`config.mk`:
```
export PLATFORM = sky130hd
export DESIGN_NAME = mul_div_sequencer_flat
export DESIGN_NICKNAME = d
export VERILOG_FILES = /design/src/rtl/mul_div_sequencer_pkg.sv /design/src/rtl/mul_div_sequencer_if.sv /design/src/rtl/mul_div_datapath.sv /design/src/rtl/mul_div_sequencer.sv /design/src/flat_wrapper.sv
export SDC_FILE = /design/constraint.sdc
export NUM_CORES = 1
export LEC_CHECK = 0
export CAP_MARGIN = 20
export CELL_PAD_IN_SITES_DETAIL_PLACEMENT = 1
export CELL_PAD_IN_SITES_GLOBAL_PLACEMENT = 2
export CORE_MARGIN = 3
export CORE_UTILIZATION = 30
export DETAILED_ROUTE_END_ITERATION = 8
export PLACE_DENSITY_LB_ADDON = 0.1
export SLEW_MARGIN = 0
export SYNTH_ARGS = -nofsm -noshare
export SYNTH_HDL_FRONTEND = slang
export SYNTH_HIERARCHICAL = 1
export SYNTH_SLANG_ARGS = --single-unit
export TNS_END_PERCENT = 100
```
`constraint.sdc`:
```
create_clock -name clk -period 4.9 [get_ports clk]
set_input_delay 0.735 -clock clk [delete_from_list [all_inputs] [get_ports clk]]
set_output_delay 0.735 -clock clk [all_outputs]
set_load 0.1 [all_outputs]
```
`src/rtl/mul_div_sequencer_pkg.sv`:
```
// Shared encodings for the M-extension multiply/divide sequencer.
// Both the controller and the datapath import these types.
package mul_div_sequencer_pkg;

  typedef enum logic [1:0] {
    OP_MUL   = 2'b00,
    OP_MULHU = 2'b01,
    OP_DIVU  = 2'b10,
    OP_REMU  = 2'b11
  } op_t;

  typedef enum logic [1:0] {
    ST_IDLE = 2'b00,
    ST_RUN  = 2'b01,
    ST_DONE = 2'b10
  } state_t;

  // The upper opcode bit selects the divider family (DIVU/REMU).
  function automatic logic is_div(op_t op);
    return op[1];
  endfunction

endpackage

```
`src/rtl/mul_div_sequencer_if.sv`:
```
// Core <-> sequencer bundle. start_i is a level request held by the core while
// the instruction is current; done_o is a one-cycle completion pulse.
interface mul_div_sequencer_if #(
  parameter int XLEN = 32
);
  logic            start_i;
  logic [1:0]      op_i;
  logic [XLEN-1:0] a_i;
  logic [XLEN-1:0] b_i;
  logic            stall_o;
  logic            busy_o;
  logic            done_o;
  logic [XLEN-1:0] result_o;

  modport master (
    output start_i, op_i, a_i, b_i,
    input  stall_o, busy_o, done_o, result_o
  );

  modport slave (
    input  start_i, op_i, a_i, b_i,
    output stall_o, busy_o, done_o, result_o
  );
endinterface

```
`src/rtl/mul_div_datapath.sv`:
```
// Radix-2 shift-add multiplier / restoring divider sharing one 2*XLEN accumulator.
// res_next is the result as it will look after the current edge.
module mul_div_datapath
  import mul_div_sequencer_pkg::*;
#(
  parameter int XLEN = 32
) (
  input  logic            clk,
  input  logic            reset,
  input  logic            load,
  input  logic            step,
  input  op_t             op,
  input  logic [XLEN-1:0] a,
  input  logic [XLEN-1:0] b,
  output logic [XLEN-1:0] res_next
);

  logic [2*XLEN-1:0] acc_q, acc_d;
  logic [XLEN-1:0]   opnd_q;
  logic [XLEN-1:0]   hi, lo;
  op_t               op_q, op_d;
  logic              div0_q, div0_d;
  logic [XLEN:0]     mul_sum, div_tmp, div_diff;

  assign hi = acc_q[2*XLEN-1:XLEN];
  assign lo = acc_q[XLEN-1:0];

  // Multiply: hi accumulates, lo holds the multiplier and shifts right.
  // Divide: hi is the partial remainder, lo the dividend shifting into quotient.
  always_comb begin
    mul_sum  = {1'b0, hi} + (lo[0] ? {1'b0, opnd_q} : '0);
    div_tmp  = {hi, lo[XLEN-1]};
    div_diff = div_tmp - {1'b0, opnd_q};
    acc_d    = acc_q;
    op_d     = op_q;
    div0_d   = div0_q;
    if (load) begin
      op_d   = op;
      div0_d = is_div(op) && (b == '0);
      acc_d  = is_div(op) ? {{XLEN{1'b0}}, a} : {{XLEN{1'b0}}, b};
    end else if (step) begin
      if (is_div(op_q)) begin
        if (!div_diff[XLEN]) acc_d = {div_diff[XLEN-1:0], lo[XLEN-2:0], 1'b1};
        else                 acc_d = {div_tmp[XLEN-1:0],  lo[XLEN-2:0], 1'b0};
      end else begin
        acc_d = {mul_sum, lo[XLEN-1:1]};
      end
    end
  end

  // On a zero divisor lo still holds the dividend, which is the REMU answer.
  always_comb begin
    case (op_d)
      OP_MUL:   res_next = acc_d[XLEN-1:0];
      OP_MULHU: res_next = acc_d[2*XLEN-1:XLEN];
      OP_DIVU:  res_next = div0_d ? '1 : acc_d[XLEN-1:0];
      default:  res_next = div0_d ? acc_d[XLEN-1:0] : acc_d[2*XLEN-1:XLEN];
    endcase
  end

  always_ff @(posedge clk or negedge reset) begin
    if (!reset) begin
      acc_q  <= '0;
      opnd_q <= '0;
      op_q   <= OP_MUL;
      div0_q <= 1'b0;
    end else begin
      acc_q  <= acc_d;
      op_q   <= op_d;
      div0_q <= div0_d;
      if (load) opnd_q <= is_div(op) ? b : a;
    end
  end

endmodule

```
`src/rtl/mul_div_sequencer.sv`:
```
// Multi-cycle M-extension sequencer: IDLE/RUN/DONE control, iteration counter
// and registered result around the shared mul/div datapath.
module mul_div_sequencer
  import mul_div_sequencer_pkg::*;
#(
  parameter int XLEN = 32
) (
  input  logic                 clk,
  input  logic                 reset,
  mul_div_sequencer_if.slave   bus,
  output state_t               state_dbg
);

  localparam int CW = (XLEN > 1) ? $clog2(XLEN) : 1;

  state_t          state_q, state_d;
  logic [CW-1:0]   cnt_q;
  logic            load, step;
  logic            div_by_zero;
  logic [XLEN-1:0] res_next;
  logic [XLEN-1:0] result_q;
  op_t             op_in;

  assign op_in       = op_t'(bus.op_i);
  assign div_by_zero = is_div(op_in) && (bus.b_i == '0);
  assign state_dbg   = state_q;

  always_ff @(posedge clk or negedge reset) begin
    if (!reset) state_q <= ST_IDLE;
    else        state_q <= state_d;
  end

  always_comb begin
    state_d = state_q;
    case (state_q)
      ST_IDLE: if (bus.start_i) state_d = div_by_zero ? ST_DONE : ST_RUN;
      ST_RUN:  if (cnt_q == '0) state_d = ST_DONE;
      default: state_d = ST_IDLE;
    endcase
  end

  // stall is the only output allowed to follow start_i combinationally.
  always_comb begin
    load        = (state_q == ST_IDLE) && bus.start_i;
    step        = (state_q == ST_RUN);
    bus.busy_o  = step;
    bus.done_o  = (state_q == ST_DONE);
    bus.stall_o = reset && (load || step);
  end

  always_ff @(posedge clk or negedge reset) begin
    if (!reset) begin
      cnt_q <= '0;
    end else if (load) begin
      cnt_q <= CW'(XLEN - 1);
    end else if (step) begin
      cnt_q <= (cnt_q == '0) ? '0 : cnt_q - 1'b1;
    end
  end

  // Captured on the edge entering DONE, then held until the next completion.
  always_ff @(posedge clk or negedge reset) begin
    if (!reset)                                        result_q <= '0;
    else if (state_d == ST_DONE && state_q != ST_DONE) result_q <= res_next;
  end

  assign bus.result_o = result_q;

  mul_div_datapath #(.XLEN(XLEN)) u_datapath (
    .clk      (clk),
    .reset    (reset),
    .load     (load),
    .step     (step),
    .op       (op_in),
    .a        (bus.a_i),
    .b        (bus.b_i),
    .res_next (res_next)
  );

endmodule

```
`src/flat_wrapper.sv`:
```
// flat-port wrapper written by rule: the top's interface ports become plain ports
module mul_div_sequencer_flat import mul_div_sequencer_pkg::*;
#(
  parameter int XLEN = 32
)
  (clk, reset, state_dbg, bus_start_i, bus_op_i, bus_a_i, bus_b_i, bus_stall_o, bus_busy_o, bus_done_o, bus_result_o);
  mul_div_sequencer_if #(.XLEN(XLEN)) bus_i ();
  input  logic clk;
  input  logic reset;
  output state_t state_dbg;
  input wire logic [$bits(bus_i.start_i)-1:0] bus_start_i;
  input wire logic [$bits(bus_i.op_i)-1:0] bus_op_i;
  input wire logic [$bits(bus_i.a_i)-1:0] bus_a_i;
  input wire logic [$bits(bus_i.b_i)-1:0] bus_b_i;
  output wire logic [$bits(bus_i.stall_o)-1:0] bus_stall_o;
  output wire logic [$bits(bus_i.busy_o)-1:0] bus_busy_o;
  output wire logic [$bits(bus_i.done_o)-1:0] bus_done_o;
  output wire logic [$bits(bus_i.result_o)-1:0] bus_result_o;
  assign bus_i.start_i = bus_start_i;
  assign bus_i.op_i = bus_op_i;
  assign bus_i.a_i = bus_a_i;
  assign bus_i.b_i = bus_b_i;
  assign bus_stall_o = bus_i.stall_o;
  assign bus_busy_o = bus_i.busy_o;
  assign bus_done_o = bus_i.done_o;
  assign bus_result_o = bus_i.result_o;
  mul_div_sequencer #(.XLEN(XLEN)) u_core (.clk(clk), .reset(reset), .bus(bus_i), .state_dbg(state_dbg));
endmodule
```
==> results.toml <==
[floorplanning]
fp.coreArea_um2 = 45500
die-area_um2 = 48800
design.portCount = 106
die_w_um = 221
row_count = 78
start_util_pct = 30.5
die_h_um = 221

[route]
routed_wl_um = 60400
firstDrtPassIters = 5
routedWlPerCell_um = 24.8
ant_nets = 0
via_count = 14000
drc = 0
drt_iter0_drc = 902
vias_per_cell = 5.75

[cts]
clock_sinks = 138
cts_buffers = 17
clock_latency_ps = 450
cts_tree = "done"
root_buffer = "clkbuf_16"
path_clk_slew_ps = 70
hold_buffers = 0
post_cts_buffers = 0
cts_htree_levels = 4
clockBufferDepth = 2
cts_resized = 0

[grt]
grt_pass1_vias = 14600
grt_first_pass_wirelength_um = 92400
grt.total_usage_pct = 24.3
antenna_found_initial = 1
grtUsageMet3_pct = 3.02
grt_max_degree = 115
grt-ovfl-total = 0
top_usage_layer = "met2"
met2_usage_pct = 37.2
gr-usage-met1_pct = 35.7

[synthesis]
synthFlopType = "dfrtp_1"
yosysSeqAreaShare_pct = 24.9
synth_cells = 1783
synth-seq-cells = 138
synth_area_per_cell_um2 = 7.77
yosysWarningCount = 6
synth-async-reset-ratio_pct = 100
synth_top_area_share_pct = 24.9
ys_types = 98
synth_edf_count = 0
synth_area_leader_cell = "dfrtp_1"
synthTopCellsByArea = "dfrtp_1 (25%), mux2i_1 (7.6%), a21oi_1 (6.8%), ha_1 (6.0%), nor2_1 (4.7%)"
syn_area_um2 = 13900
syn-num-nets = 1920

[power_and_ir_drop]
peakVddDrop_v = 0.000332
p_per_area_nw_per_um2 = 914
p_leak_nw = 6.63

[flow_run]
drv_cap = 0

[cells_and_area]
area_delta_synth_final_pct = 16.9
regArea_um2 = 3450
layout-drive-gt1-share_pct = 8.42
multi_input_area_um2 = 9450
nets = 1964
fin_util_pct = 35.6
antenna_cells = 0
finalNonFillerCells = 2440
filler_cell_count = 5504

[timing]
finalWorstSetupSlack_ps = 341
fin_tns_setup_ps = 0
clock_skew_ps = 10.3
hold_viol = 0
min_period_ps = 4560
slew_headroom_pct = 33.9
fin_crit_sh_pct = 93.0
setup_viol = 0
rsz0062_at_grt = "false"
worst-slew-pin-transition_ps = 988
slew_viol_final = 0
fmax_ghz = 0.219

[placement]
gp_congestion = 0.851
numPortBuffers = 105
dp_cells = 2407
dp_slack_ps = 357
dp_hpwl_um = 45900

[setup_path]
critPathKind = "flop to flop"
critPathMaxFanout = 25
worstPathArrival_ps = 4950
path_buf_inv = 1
crit_path_cell_trace = "buf_4 -> and2_1 -> ha_1 -> and3_1 -> o211ai_1 -> a2111oi_1 -> nor2_1 -> o31ai_2 -> xnor2_1 -> a2111o_1 -> o21bai_1 -> nand2_1 -> or4_1 -> nand3_1"
crit_family = "compound AO/OA/AOI/OAI gates"
r2r_cells = 14
reg2reg_to = "u_core/bus.result_o[24]$_DFFE_PN0P_"
r2r-start = "u_core/u_datapath/acc_q[0]$_DFF_PN0_"
max_stage_delay_ps = 520
rrSetupSlack_ps = 340
required_ps = 5290
start_kind = "flop"
crit_path_top_delay_cell = "dfrtp_1"
endpoint_kind = "flop"

[min_path]
hp-class = "input pin to asynchronous set/reset pin"

[outcome]
status = "finished clean"
-- worst reg2reg max path, stage by stage (launching register included) --
cell       delay [ps]
dfrtp_1           520
buf_4             290
and2_1            200
ha_1              390
and3_1            220
o211ai_1          230
a2111oi_1         490
nor2_1            210
o31ai_2           270
xnor2_1           150
a2111o_1          440
o21bai_1          470
nand2_1           100
or4_1             420
nand3_1            90
-- worst max path at each step --
stage                                                     from                             endpoint  depth (start not counted)  slack [ps]
after floorplan                  u_core/state_dbg[0]$_DFF_PN0_   u_core/bus.result_o[3]$_DFFE_PN0P_                         13         360
after global placement    u_core/u_datapath/acc_q[0]$_DFF_PN0_  u_core/bus.result_o[24]$_DFFE_PN0P_                         14         370
after detailed placement  u_core/u_datapath/acc_q[0]$_DFF_PN0_  u_core/bus.result_o[24]$_DFFE_PN0P_                         14         360
after CTS                 u_core/u_datapath/acc_q[0]$_DFF_PN0_  u_core/bus.result_o[24]$_DFFE_PN0P_                         14         330
after global routing      u_core/u_datapath/acc_q[0]$_DFF_PN0_  u_core/bus.result_o[24]$_DFFE_PN0P_                         15          40
final                     u_core/u_datapath/acc_q[0]$_DFF_PN0_  u_core/bus.result_o[24]$_DFFE_PN0P_                         14         340
-- flip-flops by register name, indices dropped and copies added (netlist names) --
| register | count |
|---|---|
| u_core/bus.result_o | 32 |
| u_core/u_datapath/op_q | 2 |
| u_core/u_datapath/div0_q | 1 |
| u_core/state_dbg | 2 |
| u_core/cnt_q | 5 |
| u_core/u_datapath/acc_q | 64 |
| u_core/u_datapath/opnd_q | 32 |
-- power by group --
part,internal [mW],switching (mW),total [mW]
logic,4.03,6.92,11.0
registers,1.62,0.716,2.34
clock network,0.917,0.603,1.52
-- logic make-up (layout without fill, tap and decap cells) --
| family | count (synthesis) | count (layout) | share of synthesized area (%) |
|---|---|---|---|
| muxes | 110 | 110 | 8.08 |
| DFF | 138 | 138 | 24.9 |
| AOI/OAI and AO/OA | 565 | 565 | 28.0 |
| buffers and inverters | 234 | 291 | 7.01 |
| and+or+nand+nor | 608 | 608 | 21.8 |
| adders and majority gates | 82 | 82 | 7.26 |
| xor gates and xnor gates | 46 | 46 | 2.91 |
-- placed cells by master (no fill, tap or decap), types with 11 or more instances in the layout --
master and instances:
xor2_1 20, a21o_1 27, mux2i_1 105, or4_1 44
xnor2_1 26, clkdlybuf4s50_1 103, a221oi_1 12, and3_1 11
ha_1 66, and2_1 38, o21bai_1 18, a21oi_1 189
nor4_1 21, maj3_1 14, inv_1 95, nor2b_1 12
nand2_1 132, a221oi_2 21, clkbuf_16 17, o21a_1 18
nand4_1 14, dfrtp_1 137, nor2_1 174, buf_4 54
nand3_1 69, o21ai_0 89, o211ai_1 17, nand2b_1 11
nor3_1 46, a211oi_1 74, a31oi_1 12
-- routing by layer --
metal | vias to the layer above | routed length, um
met1 | 7027 | 29900
met4 | 0 | 1420
met2 | 276 | 26700
met5 | - | 0
li1 | 6667 | -
met3 | 62 | 2390
-- cell type report --
| cell class | instances | area share, % |
|---|---|---|
| multi-input cells | 1411 | 58.4 |
| flip-flops and latches | 138 | 21.3 |
| clock buffers | 17 | 2.63 |
| well taps | 600 | 4.63 |
| inverters | 98 | 2.27 |
| repair buffers | 161 | 9.31 |
| clock inverters | 15 | 1.48 |
-- cells in the mapped netlist (20+ instances only) --
cell and number:
xor2_1 20, a211oi_1 74, clkbuf_1 78, nand2_1 132, nand3_1 69, nor2_1 174, dfrtp_1 138, and2_1 39
a221oi_2 21, xnor2_1 26, buf_2 38, o21ai_0 89, ha_1 66, or4_1 44, nor4_1 21, inv_1 95
a21o_1 27, mux2i_1 105, nor3_1 46, a21oi_1 189
-- per-stage QoR --
stage | cell area (um^2) | power [mW] | hold WS [ps]
floorplan | 13900 | 9.38 | 439
global placement | 15500 | 13.0 | 494
detailed placement | 15500 | 13.1 | 498
CTS | 16200 | 14.7 | 153
global route | 16200 | 16.0 | 156
finish | 16200 | 14.8 | 152
No activity file was read; power rests on OpenSTA's default activity.
==> variant 1: new RTL, same flow settings <==
`XLEN` is set to 32 in 4 places; all go to 64.
--- a/src/rtl/mul_div_sequencer_if.sv
+++ b/src/rtl/mul_div_sequencer_if.sv
@@ -1,7 +1,7 @@
 // Core <-> sequencer bundle. start_i is a level request held by the core while
 // the instruction is current; done_o is a one-cycle completion pulse.
 interface mul_div_sequencer_if #(
-  parameter int XLEN = 32
+  parameter int XLEN = 64
 );
   logic            start_i;
   logic [1:0]      op_i;
--- a/src/rtl/mul_div_datapath.sv
+++ b/src/rtl/mul_div_datapath.sv
@@ -3,7 +3,7 @@
 module mul_div_datapath
   import mul_div_sequencer_pkg::*;
 #(
-  parameter int XLEN = 32
+  parameter int XLEN = 64
 ) (
   input  logic            clk,
   input  logic            reset,
--- a/src/rtl/mul_div_sequencer.sv
+++ b/src/rtl/mul_div_sequencer.sv
@@ -3,7 +3,7 @@
 module mul_div_sequencer
   import mul_div_sequencer_pkg::*;
 #(
-  parameter int XLEN = 32
+  parameter int XLEN = 64
 ) (
   input  logic                 clk,
   input  logic                 reset,
--- a/src/flat_wrapper.sv
+++ b/src/flat_wrapper.sv
@@ -1,7 +1,7 @@
 // flat-port wrapper written by rule: the top's interface ports become plain ports
 module mul_div_sequencer_flat import mul_div_sequencer_pkg::*;
 #(
-  parameter int XLEN = 32
+  parameter int XLEN = 64
 )
   (clk, reset, state_dbg, bus_start_i, bus_op_i, bus_a_i, bus_b_i, bus_stall_o, bus_busy_o, bus_done_o, bus_result_o);
   mul_div_sequencer_if #(.XLEN(XLEN)) bus_i ();
Interface: changed (resized bus_a_i, bus_b_i and bus_result_o); port bits go from 106 to 202. No check against the original RTL was run, so the function may have changed too.
==> variant 1 against the unedited design <==
  * Count of clock-buffer cells in the layout up 36
  * Die area up 75%
  * Sequential share of layout area up 1.0 points
  * Total power up 79%
  * Synthesized area up 78%
  * Final area up 85%
  * Global-route usage up 4.8 points
  * Final cell count up 78%
  * Sequential cell count up 129
  * Wire length up 110%
  * Largest cell class unchanged
  * Setup slack worse by 0.24 ns
  * Sequential power up 82%
  * Maximum frequency down 5.1%
  * Highest routed layer unchanged
  * Critical endpoint is now u_core/bus.result_o[26]
==> variant 1: results (changes against the unedited design) <==
* First-pass iteration count of the detailed router at 6 (+1)
* Non-clock buffering overhead at 12.2% (+2.9 points)
* Largest register FFs at 128 (+100%)
* Portion of total power attributed to the clock network at 9.9% (-0.4 points)
* Post-cts gate resize count at 4 (+4)
* P per Cell Area at 885 nW/um^2 (-3.2%)
* GRT Total Usage at 29.1% (+4.8 points)
* Largest fanout of any net on the critical path at 9 (-64%)
* Portion of netlist area occupied by mux cells at 12.8% (+4.8 points)
* Filler cell count at 9,574 (+74%)
* Ratio of cells with drive above 1 in the final layout at 12.0% (+3.6 points)
* Result of the run: completed
* Synth top cells by count: a21oi_1 (365), nor2_1 (327), dfrtp_1 (267), mux2i_1 (214), nand2_1 (160)
* Leakage power at 13.3 nW (+100%)
* Port-buffer cells at 201 (+91%)
* Initial detailed-routing violation count at 2,416 (+170%)
* Count of unique library cells instantiated by Yosys at 104 (+6.1%)
* Post-Syn Nets at 3,286 (+71%)
* DP HPWL at 101,000 um (+120%)
* Worst hold margin at 0.0661 ns (-0.0857 ns)
* Largest net degree at the start of global routing at 125 (+8.7%)
* Reg-to-reg slack, setup at 0.1 ns (-0.24 ns)
* Number of signal-net inverters in the final layout at 137 (+40%)
* Worst r2r src: u_core/u_datapath/acc_q[78]
* Area of all sequential standard cells at 6690 sq um (+94%)
* Cell internal pwr at 11.7 mW (+79%)
* Average wire per cell in the routed design at 29.5 um (+19%)
* Number of cells on the worst reg-to-reg path at 15 (+1)
* Layout Skew at 0.0279 ns (+0.0176 ns)
* Multi-input gate count at 2,414 (+71%)
* Maximum vdd ir drop at 0.000368 V (+11%)
* Vias in the first global route at 25,818 (+77%)
* Number of buffers on the longest clock path at 3 (+1)
* Crit path arrival time at 5.25 ns (+0.30 ns)
* Initial antenna violation count at 4 (+3)
* Synthesized-area fraction occupied by xor and xnor cells at 4.20% (+1.3 points)
* Clock latency of the later-clocked register in the worst-skew pair at 0.56 ns (+0.11 ns)
* Via count normalized by instance count at 5.83 (+1.5%)
* Synthesized-area fraction occupied by ao, oa, aoi and oai cells at 24.5% (-3.5 points)
* Portion of the post-synthesis area used by sequential elements at 27.1% (+2.2 points)
* Non-clock buffers at 396 (+150%)
* GP Congestion at 0.980 (+15%)
[variant 1: cell count changes after synthesis, sizes merged, moves of 63 or more]
cell | unedited run | this run
a21oi | 192 | 367
nor2 | 176 | 329
dfrtp | 138 | 267
mux2i | 105 | 215
clkbuf | 78 | 148
mux2 | 5 | 72
ha | 66 | 129
[variant 1: per-stage QoR]
step | instances | instance area [sq um] | setup WS [ns] | util, %
final | 4335 | 30000 | 0.0975 | 37.0
after global routing | 4334 | 29900 | 0.00833 | 37.0
after CTS | 4333 | 29900 | 0.0216 | 36.9
after detailed placement | 4274 | 28700 | -0.172 | 35.5
after global placement | 4274 | 28700 | -0.0889 | 35.5
after floorplan | 3022 | 24600 | 0.839 | -
[variant 1: layer usage]
metal  vias to the layer above  GRT usage (%)  part of all wire, %
met2                       906           41.4                   40
met5                         -              0                    0
met3                       110           6.20                  8.0
met4                         0           6.08                  2.1
li1                      11531              -                    -
met1                     12746           44.6                   49
==> variant 2: new RTL, config.mk and constraints unchanged <==
Made on the original files. Make the reset (`reset`) synchronous in 4 clocked blocks.
--- a/src/rtl/mul_div_datapath.sv
+++ b/src/rtl/mul_div_datapath.sv
@@ -58,7 +58,7 @@
     endcase
   end
 
-  always_ff @(posedge clk or negedge reset) begin
+  always_ff @(posedge clk) begin
     if (!reset) begin
       acc_q  <= '0;
       opnd_q <= '0;
--- a/src/rtl/mul_div_sequencer.sv
+++ b/src/rtl/mul_div_sequencer.sv
@@ -25,7 +25,7 @@
   assign div_by_zero = is_div(op_in) && (bus.b_i == '0);
   assign state_dbg   = state_q;
 
-  always_ff @(posedge clk or negedge reset) begin
+  always_ff @(posedge clk) begin
     if (!reset) state_q <= ST_IDLE;
     else        state_q <= state_d;
   end
@@ -48,7 +48,7 @@
     bus.stall_o = reset && (load || step);
   end
 
-  always_ff @(posedge clk or negedge reset) begin
+  always_ff @(posedge clk) begin
     if (!reset) begin
       cnt_q <= '0;
     end else if (load) begin
@@ -59,7 +59,7 @@
   end
 
   // Captured on the edge entering DONE, then held until the next completion.
-  always_ff @(posedge clk or negedge reset) begin
+  always_ff @(posedge clk) begin
     if (!reset)                                        result_q <= '0;
     else if (state_d == ST_DONE && state_q != ST_DONE) result_q <= res_next;
   end
Formal check against the unedited RTL: differs if reset is asserted again (counterexample within 4 cycles, from zero or initial values and one cycle with reset low); with reset held inactive, the same outputs for 10 cycles.
==> variant 2 against the unedited design <==
  * Setup slack got worse by 0.12 ns
  * Sequential cell count did not move
  * Wire length down 0.85%
  * Final area fell by 0.97%
  * Synthesized cell count up 0.34%
  * Synthesized area down 3.9%
  * First-iteration DRC count is 21% higher
  * Critical endpoint is now u_core/bus.result_o[11]
  * Highest routed layer unchanged
Power is not compared: it rests on default switching activity, and its combinational part moved more than twofold at a synthesized area within 25%.
==> variant 2: results (changes against the unedited design) <==
* Share of synthesized flip-flops with an asynchronous set or reset at 0% (-100 points)
* Number of cells on the worst reg-to-reg path at 18 (+4)
* Global Route met1 Usage at 32.3% (-3.4 points)
* Met3 wire length at 1260 um (-47%)
* Pre-CTS setup slack at 0.00961 ns (-0.348 ns)
* Number of non-filler instances in the completed layout at 2,487 (+1.9%)
* Area post-placement at 15,400 sq um (-0.65%)
* Synth Instances at 1,789 (+0.34%)
* Filler cell count at 5,335 (-3.1%)
* Routed length on met1 at 27,200 um (-9.2%)
* Post-Syn Nets at 1,926 (+0.31%)
* Endpoint of the worst-slack reg-to-reg timing path: u_core/bus.result_o[11]
* DP HPWL at 45,900 um (about the same)
* Vias in the first global route at 14,396 (-1.1%)
* Reg-to-reg slack, setup at 0.22 ns (-0.12 ns)
* Global-route wire length before repair at 90,400 um (-2.1%)
* Library cell contributing the largest single delay on the critical path: a311o_2
* Launching element of the worst setup path: u_core/u_datapath/acc_q[31]
* Largest fanout of any net on the critical path at 6 (-76%)
* Synth top cells by count: nand2_1 (176), a21oi_1 (164), dfxtp_1 (138), nor2_1 (133), mux2i_1 (118)
* Met2 GRT Util at 44.5% (+7.3 points)
* Transition time of the tightest slew-check pin at 1.01 ns (+0.0202 ns)
* Kind of path behind the tightest hold check: flip-flop to flip-flop
* Met3 GRT Util at 2.20% (-0.82 points)
* Count of unique library cells instantiated by Yosys at 85 (-13%)
* Via count normalized by instance count at 5.76 (+0.11%)
* Result of the run: completed
* Biggest area contributors in the synthesized netlist: dfxtp_1 (21%), mux2i_1 (8.9%), ha_1 (6.2%), a21oi_1 (6.2%), nand2_1 (5.0%)
* Achievable frequency at 213 MHz (-2.7%)
* Largest net degree at the start of global routing at 86 (-25%)
* Layout Skew at 0.0117 ns (+0.00139 ns)
* Initial detailed-routing violation count at 1,087 (+21%)
* Initial antenna violation count at 4 (+3)
-- variant 2: changes by cell type after synthesis, moves of 26 or more --
cell / before / now
o211a_1: 2 / 36
dfrtp_1: 138 / 0
dfxtp_1: 0 / 138
nand2_1: 132 / 176
nor3_1: 46 / 20
a221oi_1: 12 / 43
and2_1: 39 / 95
nor2_1: 174 / 133
inv_1: 95 / 55
-- variant 2: area by class of cell --
| cell class | count | area [sq um] | share of cell area, % |
|---|---|---|---|
| flip-flops and latches | 138 | 2770 | 17.2 |
| repair buffers | 231 | 2040 | 12.7 |
| clock buffers | 19 | 443 | 2.76 |
| well taps | 585 | 732 | 4.56 |
| inverters | 59 | 229 | 1.43 |
| clock inverters | 11 | 148 | 0.920 |
| multi-input cells | 1444 | 9680 | 60.4 |
-- variant 2: kinds of logic after synthesis --
| group | synth area share (%) |
|---|---|
| adder cells (fa/ha/maj) | 6.95 |
| AO/OA/AOI/OAI | 30.3 |
| AND/OR/NAND/NOR | 22.9 |
| buffers and inverters | 6.83 |
| multiplexers | 9.38 |
| XOR/XNOR | 2.89 |
| flip-flops | 20.7 |
-- variant 2: worst min-delay path by stage --
| stage | to | slack, ns | start |
|---|---|---|---|
| after floorplan | u_core/u_datapath/opnd_q[10] | 0.47 | u_core/u_datapath/opnd_q[10] |
| after global placement | u_core/u_datapath/opnd_q[0] | 0.49 | u_core/u_datapath/opnd_q[0] |
| after detailed placement | u_core/u_datapath/opnd_q[2] | 0.49 | u_core/u_datapath/opnd_q[2] |
| after CTS | u_core/u_datapath/opnd_q[2] | 0.51 | u_core/u_datapath/opnd_q[2] |
| after global routing | u_core/u_datapath/opnd_q[2] | 0.52 | u_core/u_datapath/opnd_q[2] |
| final | u_core/u_datapath/opnd_q[2] | 0.51 | u_core/u_datapath/opnd_q[2] |
